**config.mk**
```make
export PLATFORM = sky130hd
export DESIGN_NAME = full_bridge_gate_driver
export DESIGN_NICKNAME = d
export VERILOG_FILES = /design/src/rtl/full_bridge_pkg.sv /design/src/rtl/full_bridge_gate_driver_deadtime_leg.sv /design/src/rtl/full_bridge_gate_driver.sv
export SDC_FILE = /design/constraint.sdc
export NUM_CORES = 1
export LEC_CHECK = 0
export ABC_AREA = 1
export BUFFER_PORTS_ARGS = -buffer_cell sky130_fd_sc_hd__buf_2
export CELL_PAD_IN_SITES_DETAIL_PLACEMENT = 1
export CELL_PAD_IN_SITES_GLOBAL_PLACEMENT = 1
export CORE_MARGIN = 4
export CORE_UTILIZATION = 30
export DETAILED_ROUTE_END_ITERATION = 10
export HOLD_SLACK_MARGIN = 0.08
export PLACE_DENSITY = 0.57
export SETUP_SLACK_MARGIN = 0.02
export SLEW_MARGIN = 0
export SYNTH_ARGS = -nofsm -noshare
export SYNTH_HDL_FRONTEND = slang
export SYNTH_SLANG_ARGS = --single-unit
```
**constraint.sdc**
```tcl
create_clock -name i_clk -period 3.99 [get_ports i_clk]
set_input_delay 0.5985 -clock i_clk [delete_from_list [all_inputs] [get_ports i_clk]]
set_output_delay 0.5985 -clock i_clk [all_outputs]
set_load 0.01 [all_outputs]
```
**src/rtl/full_bridge_pkg.sv**
```systemverilog
// full_bridge_pkg: shared leg state encoding and dead-time constants for the H-bridge gate driver
package full_bridge_pkg;
  localparam int DT_WIDTH_DEF = 8;
  localparam int DT_MIN = 1;
  typedef enum logic [2:0] {
    OFF,
    DEAD_TO_LOW,
    LOW_ON,
    DEAD_TO_HIGH,
    HIGH_ON
  } leg_state_t;
endpackage

```
**src/rtl/full_bridge_gate_driver_deadtime_leg.sv**
```systemverilog
// deadtime_leg: one half-bridge leg FSM with dead-time counter and registered gate decodes
module deadtime_leg
  import full_bridge_pkg::*;
#(
  parameter int DT_WIDTH = DT_WIDTH_DEF
) (
  input  logic                i_clk,
  input  logic                i_reset_n,
  input  logic                i_cmd,
  input  logic                i_force_off,
  input  logic [DT_WIDTH-1:0] i_dead_time,
  output logic                o_high,
  output logic                o_low
);
  leg_state_t state, state_n;
  logic [DT_WIDTH-1:0] cnt, cnt_n, d_val;
  always_comb begin
    d_val   = (i_dead_time < DT_WIDTH'(DT_MIN)) ? DT_WIDTH'(DT_MIN) : i_dead_time;
    state_n = state;
    cnt_n   = cnt;
    if (i_force_off) begin
      state_n = OFF;
      cnt_n   = '0;
    end else begin
      case (state)
        OFF: begin
          state_n = DEAD_TO_LOW;
          cnt_n   = d_val;
        end
        DEAD_TO_LOW: begin
          if (cnt <= DT_WIDTH'(1)) state_n = LOW_ON;
          else cnt_n = cnt - 1'b1;
        end
        LOW_ON: begin
          if (i_cmd) begin
            state_n = DEAD_TO_HIGH;
            cnt_n   = d_val;
          end
        end
        DEAD_TO_HIGH: begin
          // a command that drops before expiry aborts back through a full dead time
          if (!i_cmd) begin
            state_n = DEAD_TO_LOW;
            cnt_n   = d_val;
          end else if (cnt <= DT_WIDTH'(1)) state_n = HIGH_ON;
          else cnt_n = cnt - 1'b1;
        end
        HIGH_ON: begin
          if (!i_cmd) begin
            state_n = DEAD_TO_LOW;
            cnt_n   = d_val;
          end
        end
        default: begin
          state_n = OFF;
          cnt_n   = '0;
        end
      endcase
    end
  end
  always_ff @(posedge i_clk or negedge i_reset_n) begin
    if (!i_reset_n) begin
      state  <= OFF;
      cnt    <= '0;
      o_high <= 1'b0;
      o_low  <= 1'b0;
    end else begin
      state  <= state_n;
      cnt    <= cnt_n;
      o_high <= (state_n == HIGH_ON);
      o_low  <= (state_n == LOW_ON);
    end
  end
endmodule

```
**src/rtl/full_bridge_gate_driver.sv**
```systemverilog
// full_bridge_gate_driver: PWM to H-bridge gate commands with direction steering, dead time and latched fault
module full_bridge_gate_driver
  import full_bridge_pkg::*;
#(
  parameter int DT_WIDTH    = DT_WIDTH_DEF,
  parameter int SYNC_STAGES = 2
) (
  input  logic                i_clk,
  input  logic                i_reset_n,
  input  logic                i_pwm,
  input  logic                i_enable,
  input  logic                i_direction,
  input  logic [DT_WIDTH-1:0] i_dead_time,
  input  logic                i_fault,
  input  logic                i_fault_clear,
  output logic                o_gate_ah,
  output logic                o_gate_al,
  output logic                o_gate_bh,
  output logic                o_gate_bl,
  output logic                o_fault
);
  logic [SYNC_STAGES-1:0] p_sync, f_sync;
  logic p_s, f_s, cmd_a, cmd_b, force_off;
  assign p_s       = p_sync[SYNC_STAGES-1];
  assign f_s       = f_sync[SYNC_STAGES-1];
  assign force_off = ~i_enable | o_fault;
  always_ff @(posedge i_clk or negedge i_reset_n) begin
    if (!i_reset_n) begin
      p_sync  <= '0;
      f_sync  <= '0;
      cmd_a   <= 1'b0;
      cmd_b   <= 1'b0;
      o_fault <= 1'b0;
    end else begin
      p_sync  <= {p_sync[SYNC_STAGES-2:0], i_pwm};
      f_sync  <= {f_sync[SYNC_STAGES-2:0], i_fault};
      cmd_a   <= p_s & ~i_direction;
      cmd_b   <= p_s & i_direction;
      o_fault <= f_s | (o_fault & ~i_fault_clear);
    end
  end
  deadtime_leg #(.DT_WIDTH(DT_WIDTH)) u_leg_a (
    .i_clk(i_clk), .i_reset_n(i_reset_n), .i_cmd(cmd_a), .i_force_off(force_off),
    .i_dead_time(i_dead_time), .o_high(o_gate_ah), .o_low(o_gate_al)
  );
  deadtime_leg #(.DT_WIDTH(DT_WIDTH)) u_leg_b (
    .i_clk(i_clk), .i_reset_n(i_reset_n), .i_cmd(cmd_b), .i_force_off(force_off),
    .i_dead_time(i_dead_time), .o_high(o_gate_bh), .o_low(o_gate_bl)
  );
endmodule
```
==> results of run 1 <==
-- cells in the final DEF, fill, tap and decap left out --
| cell | n |
|---|---|
| nand2_1 | 113 |
| inv_1 | 44 |
| dfrtp_1 | 33 |
| nor2_1 | 30 |
| nand3_1 | 21 |
| buf_2 | 19 |
| o21ai_0 | 17 |
| clkbuf_8 | 6 |
| xor2_1 | 5 |
| o21bai_1 | 4 |
| nand4_1 | 4 |
| ha_1 | 4 |
| nor2_4 | 3 |
| nand2_2 | 2 |
| a21oi_1 | 2 |
| a41o_2 | 2 |
| nor3_1 | 2 |
| nor2_2 | 1 |
| nor3_2 | 1 |
| a21oi_4 | 1 |
| and2_1 | 1 |
| nand3_2 | 1 |
| a21oi_2 | 1 |
| or2_1 | 1 |
| nor2_8 | 1 |
| xnor2_1 | 1 |
| nand3b_1 | 1 |
| clkbuf_1 | 1 |
-- registers in the layout, indices dropped and copies added (netlist names) --
signal,count
u_leg_a.cnt,8
u_leg_b.cnt,8
u_leg_a.state,3
u_leg_b.state,3
f_sync,2
p_sync,2
cmd_a,1
cmd_b,1
o_fault,1
u_leg_a.o_high,1
u_leg_a.o_low,1
u_leg_b.o_high,1
u_leg_b.o_low,1
-- per-layer routing --
layer	vias to the layer above	global-route usage	routed length, um
met5	-	0	0
li1	968	-	-
met2	16	0.228	2400
met1	857	0.175	2570
met3	4	0.0314	137
met4	0	0.0440	38
-- path summary, 6_finish.rpt --
kind	to	depth (start not counted)	slack (ns)
setup reg to reg	u_leg_b.cnt[3]	11	2.26
hold reg to reg	p_sync[1]	0	0.35
min in group asynchronous	u_leg_a.cnt[2]	1	0.39
hold / removal	p_sync[1]	0	0.35
setup / recovery	u_leg_b.cnt[3]	11	2.26
max in group asynchronous	u_leg_b.o_low	1	3.10
-- per-stage QoR --
step	power (uW)	hold WS, ns	utilization	setup slack (ns)	instance area (sq um)
6_report	756	0.350	0.357	2.26	2330
5_1_grt	812	0.366	0.357	2.02	2330
4_1_cts	772	0.355	0.357	2.25	2330
3_5_place_dp	503	0.339	0.344	2.14	2250
3_3_place_gp	504	0.335	0.344	2.12	2250
2_1_floorplan	459	0.303	-	2.53	2070
-- final cells by class --
class / instances / area share
Sequential cell: 33 / 0.354
Tap cell: 77 / 0.0413
Timing Repair Buffer: 19 / 0.0408
Inverter: 44 / 0.0708
Multi-Input combinational cell: 219 / 0.456
Clock buffer: 7 / 0.0370
-- cell families after synthesis --
group | synth area share
AO/OA/AOI/OAI | 0.0835
XOR/XNOR | 0.0254
adder cells (fa/ha/maj) | 0.0242
buffers and inverters | 0.0854
flip-flops | 0.400
AND/OR/NAND/NOR | 0.382
-- power breakdown --
part | total, uW | switching, uW | internal (uW)
registers | 358 | 11.4 | 346
logic | 137 | 90.8 | 45.8
clock network | 262 | 125 | 137
total | 756 | 227 | 529
==> results.md, run 1 <==
- Drt first pass iters: 4
- Port buffer count: 19
- CP Launch Type: flop
- Slowest Stage Delay on Critical Path: 0.43 ns
- Non-Filler Instances: 399
- Detailed Route WL: 5150 um
- Nets@finish: 341
- GPL Wtd Cong: 0.737
- Gr usage total: 0.137
- Antenna diodes: 0
- Slew Viols, Final: 0
- Synth Flop Type: dfrtp_1
- Fin Setup TNS: 0 ns
- Reg-to-Reg Start: u_leg_b.cnt[0]
- Most Frequent Cell on Critical Path: nand2_1
- Ranking of synthesized cells by area: dfrtp_1, nand2_1, inv_1
- Layout cells sized above 1: 0.118
- Outcome: finished, final reports clean
- FMAX: 578 MHz
- Final hold vios: 0
- # resized after CTS: 0
- Synthesized flop and latch total: 33
- Max-cap violations: 0
- Clock-pin slew on the worst setup and hold paths: 0.08 ns
- Most frequent cell after synthesis: nand2_1
- DR vias: 1845
- Grt total ovfl: 0
- Site Rows: 29
- Yosys Warn Count: 0
- Type of the worst min-delay path: reg2reg
- Largest net degree at the start of global routing: 34
- Worst slew pin tran: 0.773 ns
- CP Cell Sequence: inv_1 -> ha_1 -> inv_1 -> nand2_1 -> nand2_1 -> nor2_2 -> nor2_1 -> nand2_1 -> o21ai_0 -> nand2_1 -> nand2_1
- PD cells: 324 mW/mm^2
- Syn_area_per_cell: 6.96 sq um
- Layout area overhead: 12.9%
- Post-synth top area share: 0.400
- Starting DRT DRC Count: 63
- Yosys top cell by area: dfrtp_1
- Core area: 0.00653 sq mm
- Seq/Total Area, Yosys: 0.400
- Post-CTS setup buffer count: 0
- Origin of the worst setup path: u_leg_b.cnt[0]
- Setup crit end kind: flop
- Routed Antenna Nets: 0
- Worst VDD drop: 0.000120 V
- RSZ-0062 raised after global routing: false
- Sequential cell area: 826 sq um
- First-pass GRT wire length: 9200 um
- Synth async-reset ratio: 1.00
- Worst Path Max Fanout: 6
- Relative slew slack: 0.484
- Delay-heaviest family, CP: simple AND/OR/NAND/NOR gates
- Die width: 91.0 um
- I/O Pins: 20
- Area of the multi-input gates: 0.00106 sq mm
- Hold buffers post-CTS: 0
- Leakage power: 0.00129 uW
- Worst path required time: 4.17 ns
- Placed insts: 392
- Slowest-stage cell, CP: dfrtp_1
- Hold path start: p_sync[0]
- Antenna violations before repair: 0
- Drt wl/cell: 12.9 um
- Synthesized cell area: 0.00207 sq mm
- # clock sinks: 33
- Commonest cells in the synthesized netlist: nand2_1, inv_1, dfrtp_1
- CTS tree: built
- Post-synth EDFFs: 0
- Die height: 91.0 um
- CTS Buf Count: 5
- Post-DP HPWL: 4010 um
- Part of the cycle the worst path needs: 0.433
- Gate Count Post-Synth: 297
- Worst skew pair latency: 0.28 ns
- Max clock buf depth: 2
- Crit path kind: reg2reg
- Final Setup Violations: 0
- Synth cell types: 26
- Critical Path AT: 1.91 ns
- DRC errors left: 0
- H-tree level count: 2
- Tmin final: 1.73 ns
- Net count after synthesis: 316
- Worst Path Buf+Inv: 2
- Vias per cell: 4.62
- Root buffer cell: clkbuf_8
- Clk_skew: 0.0127 ns
- Number of global-route vias before repair: 1935
- Die ar.: 0.00828 sq mm
- Initial Util: 0.316
- # fillers: 844
No activity file was read; power rests on OpenSTA's default activity.
==> run 2, diff against run 1 <==
clock period = 1.8 ns   (was 3.99 ns; I/O delays follow)
==> run 2 against run 1 <==
Effect of this change: hold slack worse by 0.21 ns; global-route usage increased by 0.55 points; die area unchanged; wire length up 5.1%; register-to-register slack lost 2.0 ns; non-clock buffer count rose by 10; clock skew decreased by 0.0057 ns.
==> results.md, run 2 (same netlist as run 1, synthesis figures left out) <==
- Tmin final: 1.56 ns (was 1.73 ns)
- Fin Setup TNS: 0 ns (unchanged)
- Final Setup Violations: 0 (unchanged)
- # fillers: 857 (was 844)
- Port buffer count: 19 (unchanged)
- Highest Signal Layer: met4 (unchanged)
- Type of the worst min-delay path: in2reg (was reg2reg)
- Most Frequent Cell on Critical Path: nand2_1 (unchanged)
- Slowest Stage Delay on Critical Path: 0.41 ns (was 0.43 ns)
- Number of global-route vias before repair: 2002 (was 1935)
- Drt first pass iters: 4 (unchanged)
- CP Cell Sequence: inv_1 -> ha_2 -> inv_1 -> nand2_1 -> nand2_1 -> nor2_2 -> buf_4 -> nand2_1 -> nand3_1 -> nand2_1 -> nand2_1 -> nand2_1 (was inv_1 -> ha_1 -> inv_1 -> nand2_1 -> nand2_1 -> nor2_2 -> nor2_1 -> nand2_1 -> o21ai_0 -> nand2_1 -> nand2_1)
- DRC errors left: 0 (unchanged)
- FMAX: 641 MHz (was 578 MHz)
- Routed Antenna Nets: 0 (unchanged)
- Non-Filler Instances: 410 (was 399)
- Drt wl/cell: 13.2 um (was 12.9 um)
- Met3 wire len: 99 um (was 137 um)
- Die height: 91.0 um (unchanged)
- Slowest-stage cell, CP: dfrtp_1 (unchanged)
- Max-cap violations: 0 (unchanged)
- Site Rows: 29 (unchanged)
- CTS Buf Count: 5 (unchanged)
- Final hold vios: 0 (unchanged)
- Part of the cycle the worst path needs: 0.866 (was 0.433)
- Starting DRT DRC Count: 30 (was 63)
- Core area: 0.00653 sq mm (unchanged)
- I/O Pins: 20 (unchanged)
- PD cells: 762 mW/mm^2 (was 324 mW/mm^2)
- Critical Path AT: 1.74 ns (was 1.91 ns)
- Gr usage total: 0.142 (was 0.137)
- Die ar.: 0.00828 sq mm (unchanged)
- RSZ-0062 raised after global routing: false (unchanged)
- Worst slew pin tran: 0.457 ns (was 0.773 ns)
- Worst path required time: 1.98 ns (was 4.17 ns)
- Most frequent cells in the layout: nand2_1, inv_1, dfrtp_1 (unchanged)
- Detailed Route WL: 5420 um (was 5150 um)
- Setup crit end kind: flop (unchanged)
- Largest net degree at the start of global routing: 34 (unchanged)
- Die width: 91.0 um (unchanged)
- Root buffer cell: clkbuf_8 (unchanged)
- CP Launch Type: flop (unchanged)
- Antenna diodes: 0 (unchanged)
- Antenna violations before repair: 0 (unchanged)
- Most common library cell in the layout ignoring fill and taps: nand2_1 (unchanged)
- Placed insts: 399 (was 392)
- Grt total ovfl: 0 (unchanged)
- Leakage power: 0.00135 uW (was 0.00129 uW)
- First-pass GRT wire length: 9540 um (was 9200 um)
- Slew Viols, Final: 0 (unchanged)
- H-tree level count: 2 (unchanged)
- Outcome: finished, final reports clean (unchanged)
- Worst Path Max Fanout: 5 (was 6)
- Worst skew pair latency: 0.29 ns (was 0.28 ns)
- Layout cells sized above 1: 0.144 (was 0.118)
- Relative slew slack: 0.695 (was 0.484)
- Worst VDD drop: 0.000327 V (was 0.000120 V)
- CTS tree: built (unchanged)
- WHS: 0.138 ns (was 0.350 ns)
- Initial Util: 0.316 (unchanged)
- Crit path kind: reg2reg (unchanged)
- # clock sinks: 33 (unchanged)
- Max clock buf depth: 2 (unchanged)
- Layout area overhead: 18.6% (was 12.9%)
- Clock-pin slew on the worst setup and hold paths: 0.08 ns (about the same)
- Nets@finish: 351 (was 341)
- GPL Wtd Cong: 0.825 (was 0.737)
- Clk_skew: 0.00696 ns (was 0.0127 ns)
- DR vias: 1888 (was 1845)
- Vias per cell: 4.60 (was 4.62)
- Post-DP HPWL: 4220 um (was 4010 um)
- M1 WL: 2650 um (was 2570 um)
- Top flop regs: u_leg_a.cnt x8, u_leg_b.cnt x8 (unchanged)
- Wire length on met2: 2620 um (was 2400 um)
==> run 2: cell types whose count changed in the layout (fill, tap and decap cells not counted) <==
cell / change
o21ai_1: +1
clkbuf_1: -1
clkinvlp_4: +1
ha_2: +1
bufinv_16: +1
ha_1: -1
o21ai_0: -1
dlygate4sd3_1: +3
buf_4: +7
==> run 2: layout make-up <==
class	instances	area [sq um]	share of cell area
multi-input cells	219	1070	0.435
repair buffers	29	178	0.0724
well taps	77	96.3	0.0393
clock inverters	2	37.5	0.0153
flip-flops and latches	33	826	0.337
clock buffers	6	82.6	0.0337
inverters	44	165	0.0673
==> run 2: worst paths after layout <==
check,from,endpoint,slack (ns),cells after the start
setup / recovery,u_leg_b.cnt[0],u_leg_b.cnt[1],0.24,12
hold / removal,i_direction,cmd_a,0.14,2
setup reg to reg,u_leg_b.cnt[0],u_leg_b.cnt[1],0.24,12
hold reg to reg,f_sync[0],f_sync[1],0.35,0
max in group asynchronous,i_reset_n,u_leg_b.cnt[3],0.93,3
min in group asynchronous,i_reset_n,u_leg_a.o_high,0.55,3
==> run 2: per-stage QoR <==
step	util	total power, uW	setup slack, ns	cell area [sq um]
2_1_floorplan	-	1020	0.341	2070
3_3_place_gp	0.352	1130	0.220	2300
3_5_place_dp	0.352	1130	0.189	2300
4_1_cts	0.375	1910	0.155	2450
5_1_grt	0.375	1990	0.0344	2450
6_report	0.375	1870	0.241	2450
==> run 2: power by group <==
part	leakage, uW	internal, uW	switching (uW)	total [uW]
Clock	0.0000574	451	303	753
Combinational	0.000849	117	206	322
Sequential	0.000440	768	24.7	792
Total	0.00135	1330	533	1870
==> run 2: critical path, delay by kind of cell (launching register included) <==
family                   cells  cell delay (ns)
AND/OR/NAND/NOR              8             0.54
flip-flops                   1             0.41
buffers and inverters        3             0.31
adder cells (fa/ha/maj)      1             0.21
==> run 2: routing by layer <==
layer / up-vias / GRT usage
met1: 886 / 0.189
met4: 0 / 0.0377
met2: 13 / 0.238
met5: - / 0
met3: 4 / 0.0256
li1: 985 / -
==> run 2: repair_timing <==
action                     CTS  global route
setup endpoints to repair    0             3
resized for setup            0             2
buffers inserted             0             0
hold buffers                 3             0
hold endpoints to repair    35             0
